[src/rtl/sa_result_drain.sv]
// Result drain for the 8x8 systolic array. It snapshots every PE accumulator on
// the rising edge of compute_done, then streams the words out in row-major order.
// Define SA_DRAIN_RELU_EN to clamp negative output words to zero.
module sa_result_drain #(
  parameter int NUM_ROW       = 8,
  parameter int NUM_COL       = 8,
  parameter int OUT_WORD_SIZE = 24
) (
  input  logic                                      clk,
  input  logic                                      rst,
  input  logic                                      compute_done,
  input  logic [NUM_ROW*NUM_COL*OUT_WORD_SIZE-1:0]  pe_register_vals,
  output logic                                      out_valid,
  input  logic                                      out_ready,
  output logic [OUT_WORD_SIZE-1:0]                  out_data,
  output logic [$clog2(NUM_ROW)-1:0]                out_row,
  output logic [$clog2(NUM_COL)-1:0]                out_col,
  output logic                                      out_last,
  output logic                                      busy,
  output logic                                      drain_done,
  output logic                                      overrun
);

  localparam int NUM_PE = NUM_ROW * NUM_COL;
  localparam int IDX_W  = $clog2(NUM_PE);
  localparam int ROW_W  = $clog2(NUM_ROW);
  localparam int COL_W  = $clog2(NUM_COL);
  localparam logic [IDX_W-1:0] LAST_IDX = IDX_W'(NUM_PE - 1);
  localparam logic [IDX_W-1:0] NCOL     = IDX_W'(NUM_COL);

  typedef enum logic {
    IDLE,
    STREAM
  } state_t;

  state_t                   state;
  logic [IDX_W-1:0]         index;
  logic                     compute_done_q;
  logic [OUT_WORD_SIZE-1:0] bank [NUM_PE];
  logic                     start;
  logic [OUT_WORD_SIZE-1:0] word;
  logic [IDX_W-1:0]         row_full;
  logic [IDX_W-1:0]         col_full;

  always_comb start = compute_done & ~compute_done_q;

  always_ff @(posedge clk) begin
    if (rst) begin
      state          <= IDLE;
      index          <= '0;
      compute_done_q <= 1'b0;
      out_valid      <= 1'b0;
      busy           <= 1'b0;
      drain_done     <= 1'b0;
      overrun        <= 1'b0;
      for (int unsigned k = 0; k < NUM_PE; k++) bank[k] <= '0;
    end else begin
      compute_done_q <= compute_done;
      drain_done     <= 1'b0;
      case (state)
        IDLE: begin
          if (start) begin
            // PE 0 occupies the most significant slice of the flattened bus
            for (int unsigned k = 0; k < NUM_PE; k++)
              bank[k] <= pe_register_vals[(NUM_PE-k)*OUT_WORD_SIZE-1 -: OUT_WORD_SIZE];
            index     <= '0;
            state     <= STREAM;
            out_valid <= 1'b1;
            busy      <= 1'b1;
          end
        end
        STREAM: begin
          if (start) overrun <= 1'b1;
          if (out_ready) begin
            if (index == LAST_IDX) begin
              state      <= IDLE;
              index      <= '0;
              out_valid  <= 1'b0;
              busy       <= 1'b0;
              drain_done <= 1'b1;
            end else begin
              index <= index + 1'b1;
            end
          end
        end
        default: state <= IDLE;
      endcase
    end
  end

  always_comb begin
    word     = bank[index];
    row_full = index / NCOL;
    col_full = index % NCOL;
    out_row  = row_full[ROW_W-1:0];
    out_col  = col_full[COL_W-1:0];
    out_last = out_valid & (index == LAST_IDX);
`ifdef SA_DRAIN_RELU_EN
    out_data = word[OUT_WORD_SIZE-1] ? '0 : word;
`else
    out_data = word;
`endif
  end

endmodule

[config.mk]
export PLATFORM = sky130hd
export DESIGN_NAME = sa_result_drain
export DESIGN_NICKNAME = d
export VERILOG_FILES = /design/src/rtl/sa_result_drain.sv
export SDC_FILE = /design/constraint.sdc
export NUM_CORES = 2
export LEC_CHECK = 0
export ABC_AREA = 1
export CORE_AREA = 5 5 611 613
export DETAILED_ROUTE_END_ITERATION = 10
export DIE_AREA = 0 0 616 618
export PLACE_DENSITY = 0.39
export SYNTH_ARGS = -nofsm -noshare
export SYNTH_HDL_FRONTEND = slang
export SYNTH_SLANG_ARGS = --single-unit
export TNS_END_PERCENT = 1
[constraint.sdc]
create_clock -name clk -period 192.9 [get_ports clk]
set_input_delay 28.935 -clock clk [delete_from_list [all_inputs] [get_ports clk]]
set_output_delay 28.935 -clock clk [all_outputs]
set_load 0.005 [all_outputs]
==> flow_summary_export.csv <==
group,metric,value,unit
finish,area_growth_syn_to_layout,34.85,%
route,drtIter0Drc,5700,
floorplan,rows,223,
floorplan,start_util,20.39,%
finish,fin_area,101000,um^2
worst_setup_path,worstPathMaxFanout,114,
finish,stdcell_count,14830,
global_routing,grt_pass1_vias,65540,
floorplan,die_h,618,um
finish,multi_input_area,19790,um^2
power_and_ir_drop,peakVddDrop,0.000007421,V
route,via_count,64030,
cts,htree_levels,4,
sta,report.final.setup_viol,0,
synthesis,synth.distinct_cells,21,
cts,cts_tree,"yes",
sta,max_freq,0.02835,GHz
worst_hold_path,whs_path_depth,2,
sta,fin_crit_sh,18.29,%
worst_setup_path,worstPathArrival,6.34,ns
global_routing,grt_max_degree,211,
sta,rsz0062_at_grt,"false",
synthesis,synthAdderAreaFrac,0.01670,%
sta,slew_violations,0,
synthesis,synth_xor_area_share,0,%
place,post_dp_cell_area,94720,um^2
synthesis,synth-compound-area-share,0.1002,%
global_routing,track_usage,20.11,%
worst_hold_path,hp-class,"flip-flop to flip-flop",
synthesis,synth_area,74920,um^2
worst_setup_path,critPathCaptureType,"output port",
worst_setup_path,crit_chain,"inv_8, buf_12, buf_4, buf_4, nand2_1, nand3_1, nand3_1, nand2_1, nand2_1, nand3_1, nand3_1, nand2_1, clkdlybuf4s50_1",
run,drv_cap,0,
finish,utilization,27.49,%
sta,worst_slew_pin_slew,1.208,ns
cts,holdBufCountCts,0,
finish,ff_latch_area,46480,um^2
sta,tns,0,ns
place,port_buffers,1574,
synthesis,synth-seq-area-share,62.02,%
worst_setup_path,slowest_stage,"clkdlybuf4s50_1",
cts,clk_latency,0.87,ns
run_status,status,"completed",
worst_setup_path,required,163.96,ns
worst_setup_path,ff2ff_path_depth,7,
floorplan,ioPinCount,1575,
sta,hold_violations,0,
finish,layout-drive-gt1-share,3.715,%
sta,period_minus_slack,35.28,ns
sta,finClkSkew,0.06154,ns
synthesis,postSynthCellCount,8433,
floorplan,die_area,380700,um^2
worst_setup_path,cpPeakStageDelay,0.74,ns
route,drc,0,
place,place_inst,14420,
power_and_ir_drop,leakage,44.04,nW
synthesis,synth_top_family_by_area,"simple AND/OR/NAND/NOR gates",
finish,final_nets,11320,
worst_hold_path,holdPathEnd,"overrun$_SDFFE_PP0P_",
route,vias_per_cell,4.318,
cts,path_clk_slew,0.06,ns
cts,clk_path_buf_depth,4,
worst_setup_path,r2r_setup_slack,188.35,ns
synthesis,yosys.area_share.simple,26.27,%
worst_setup_path,worstSetupStartpointType,"flip-flop",
power_and_ir_drop,powerDensity,8.808,nW/um^2
place,gp_congestion,0.8902,
cts,cts_made_buffers,198,
place,post-dp-hpwl,299300,um
floorplan,die_x,616,um
worst_setup_path,cp_top_family,"buffers and inverters",
worst_setup_path,setup.worst_path.class,"flip-flop to output port",
synthesis,syn_area_per_cell,8.884,um^2
cts,ctsRootBufferMaster,"clkbuf_16",
route,ant_nets,0,
worst_setup_path,timing.rr.start,"compute_done_q$_SDFF_PP0_",
synthesis,muxShareOfSynthArea,0,%
cts,cts_sinks,1553,
worst_hold_path,hp-start,"overrun$_SDFFE_PP0P_",
synthesis,ys_seq_elements,1553,
worst_setup_path,worstReg2RegEnd,"bank[12][13]$_SDFFCE_PN0P_",
worst_setup_path,path_buf_inv,5,
route,drt_pass1_iterations,6,
route,wl_per_cell,27.03,um
route,wl,400900,um
synthesis,yosys_warnings,0,
global_routing,antenna_found_initial,172,
global_routing,grt_pass1_wl,539000,um
floorplan,coreArea,367500,um^2
cts,post-cts-setup-buffers,0,
cts,cts_resized,0,
synthesis,synth_fp_nets,9974,
sta,slew-limit-headroom,19.50,%
finish,fill_cells,39630,
global_routing,grt_remaining_overflow,0,
[metrics by stage]
step                hold slack [ns]  worst slack [ns]  total power [mW]
finish                       0.4535            157.62            0.8898
global route                 0.4884            157.25            0.9244
CTS                          0.4557            157.35            0.9040
detailed placement           0.4465            158.36            0.5320
global placement             0.4425            158.34            0.5324
floorplan                    0.4466             51.47            0.5593
[kinds of logic (layout without fill, tap and decap cells)]
| group | after synthesis | in the layout |
|---|---|---|
| and+or+nand+nor | 4807 | 4807 |
| buffers and inverters | 2059 | 3558 |
| AOI/OAI and AO/OA | 13 | 13 |
| adders and majority gates | 1 | 1 |
| DFF | 1553 | 1553 |
| other | 0 | 61 |
[per-layer routing]
layer  share of wire (%)  track usage [%]  wire [um]
met5                0.11                0        440
met4                 4.3            7.735      17040
met3                 5.5            3.189      22220
met2                  48            34.01     193900
met1                  42            25.76     167300
[where the power goes]
group / switching, mW / total (mW) / internal [mW]
logic: 0.0679 / 0.112 / 0.0446
clock network: 0.159 / 0.366 / 0.207
registers: 0.00956 / 0.411 / 0.402
[sequential cells by signal, summed over array words and instances (netlist names), named ones only]
signal and flops:
bank 1536, busy 1, compute_done_q 1, drain_done 1, index 6, overrun 1
state 1
[cell type report]
type	count	share of cell area, %
flip-flops and latches	1553	46.01
clock buffers	239	5.078
diodes	61	0.1511
well taps	4837	5.991
inverters	1553	5.798
multi-input cells	4821	19.58
clock inverters	113	1.012
repair buffers	1653	16.37
[worst max-delay path by stage]
stage	end	startpoint	slack [ns]	cells after the start
after floorplan	bank[0][0]$_SDFFCE_PN0P_	compute_done	51.47	4
after global placement	out_data[3]	flip-flop	158.34	13
after detailed placement	out_data[3]	flip-flop	158.36	13
after CTS	out_data[3]	flip-flop	157.35	13
after global routing	out_data[3]	flip-flop	157.25	13
final	out_data[5]	flip-flop	157.62	13
[worst register-to-register path, stage by stage, from the launching register on]
cell and delay (ns):
dfxtp_1 0.30, nor2_2 0.15, inv_1 0.11, o21ai_4 0.17, buf_12 0.68, buf_4 1.01
buf_4 0.72, buf_4 0.92
[cells in the mapped netlist (all sizes together)]
library cell | n | area (um^2)
nand4 | 2 | 12.51
ha | 1 | 12.51
clkinv | 1 | 3.750
clkbuf | 148 | 555.5
buf | 358 | 2300
a211oi | 1 | 7.510
nor2 | 1547 | 5812
inv | 1552 | 5826
dfxtp | 17 | 340.3
a21oi | 5 | 25.02
nand3 | 1299 | 6501
edfxtp | 1536 | 46120
o21ai | 5 | 25.02
o211ai | 1 | 7.510
o211a | 1 | 10.01
nand2 | 1959 | 7353
[cells in the final DEF, fill, tap and decap left out, types with 15 or more instances in the layout]
master           instances
nand2_1               1958
clkdlybuf4s50_1       1573
inv_1                 1548
nor2_1                1545
edfxtp_1              1536
nand3_1               1299
clkbuf_16              199
buf_4                   64
diode_2                 61
clkbuf_1                40
clkinv_2                37
clkinv_1                37
buf_12                  15
Note: power is estimated with default switching activity, not from simulation.
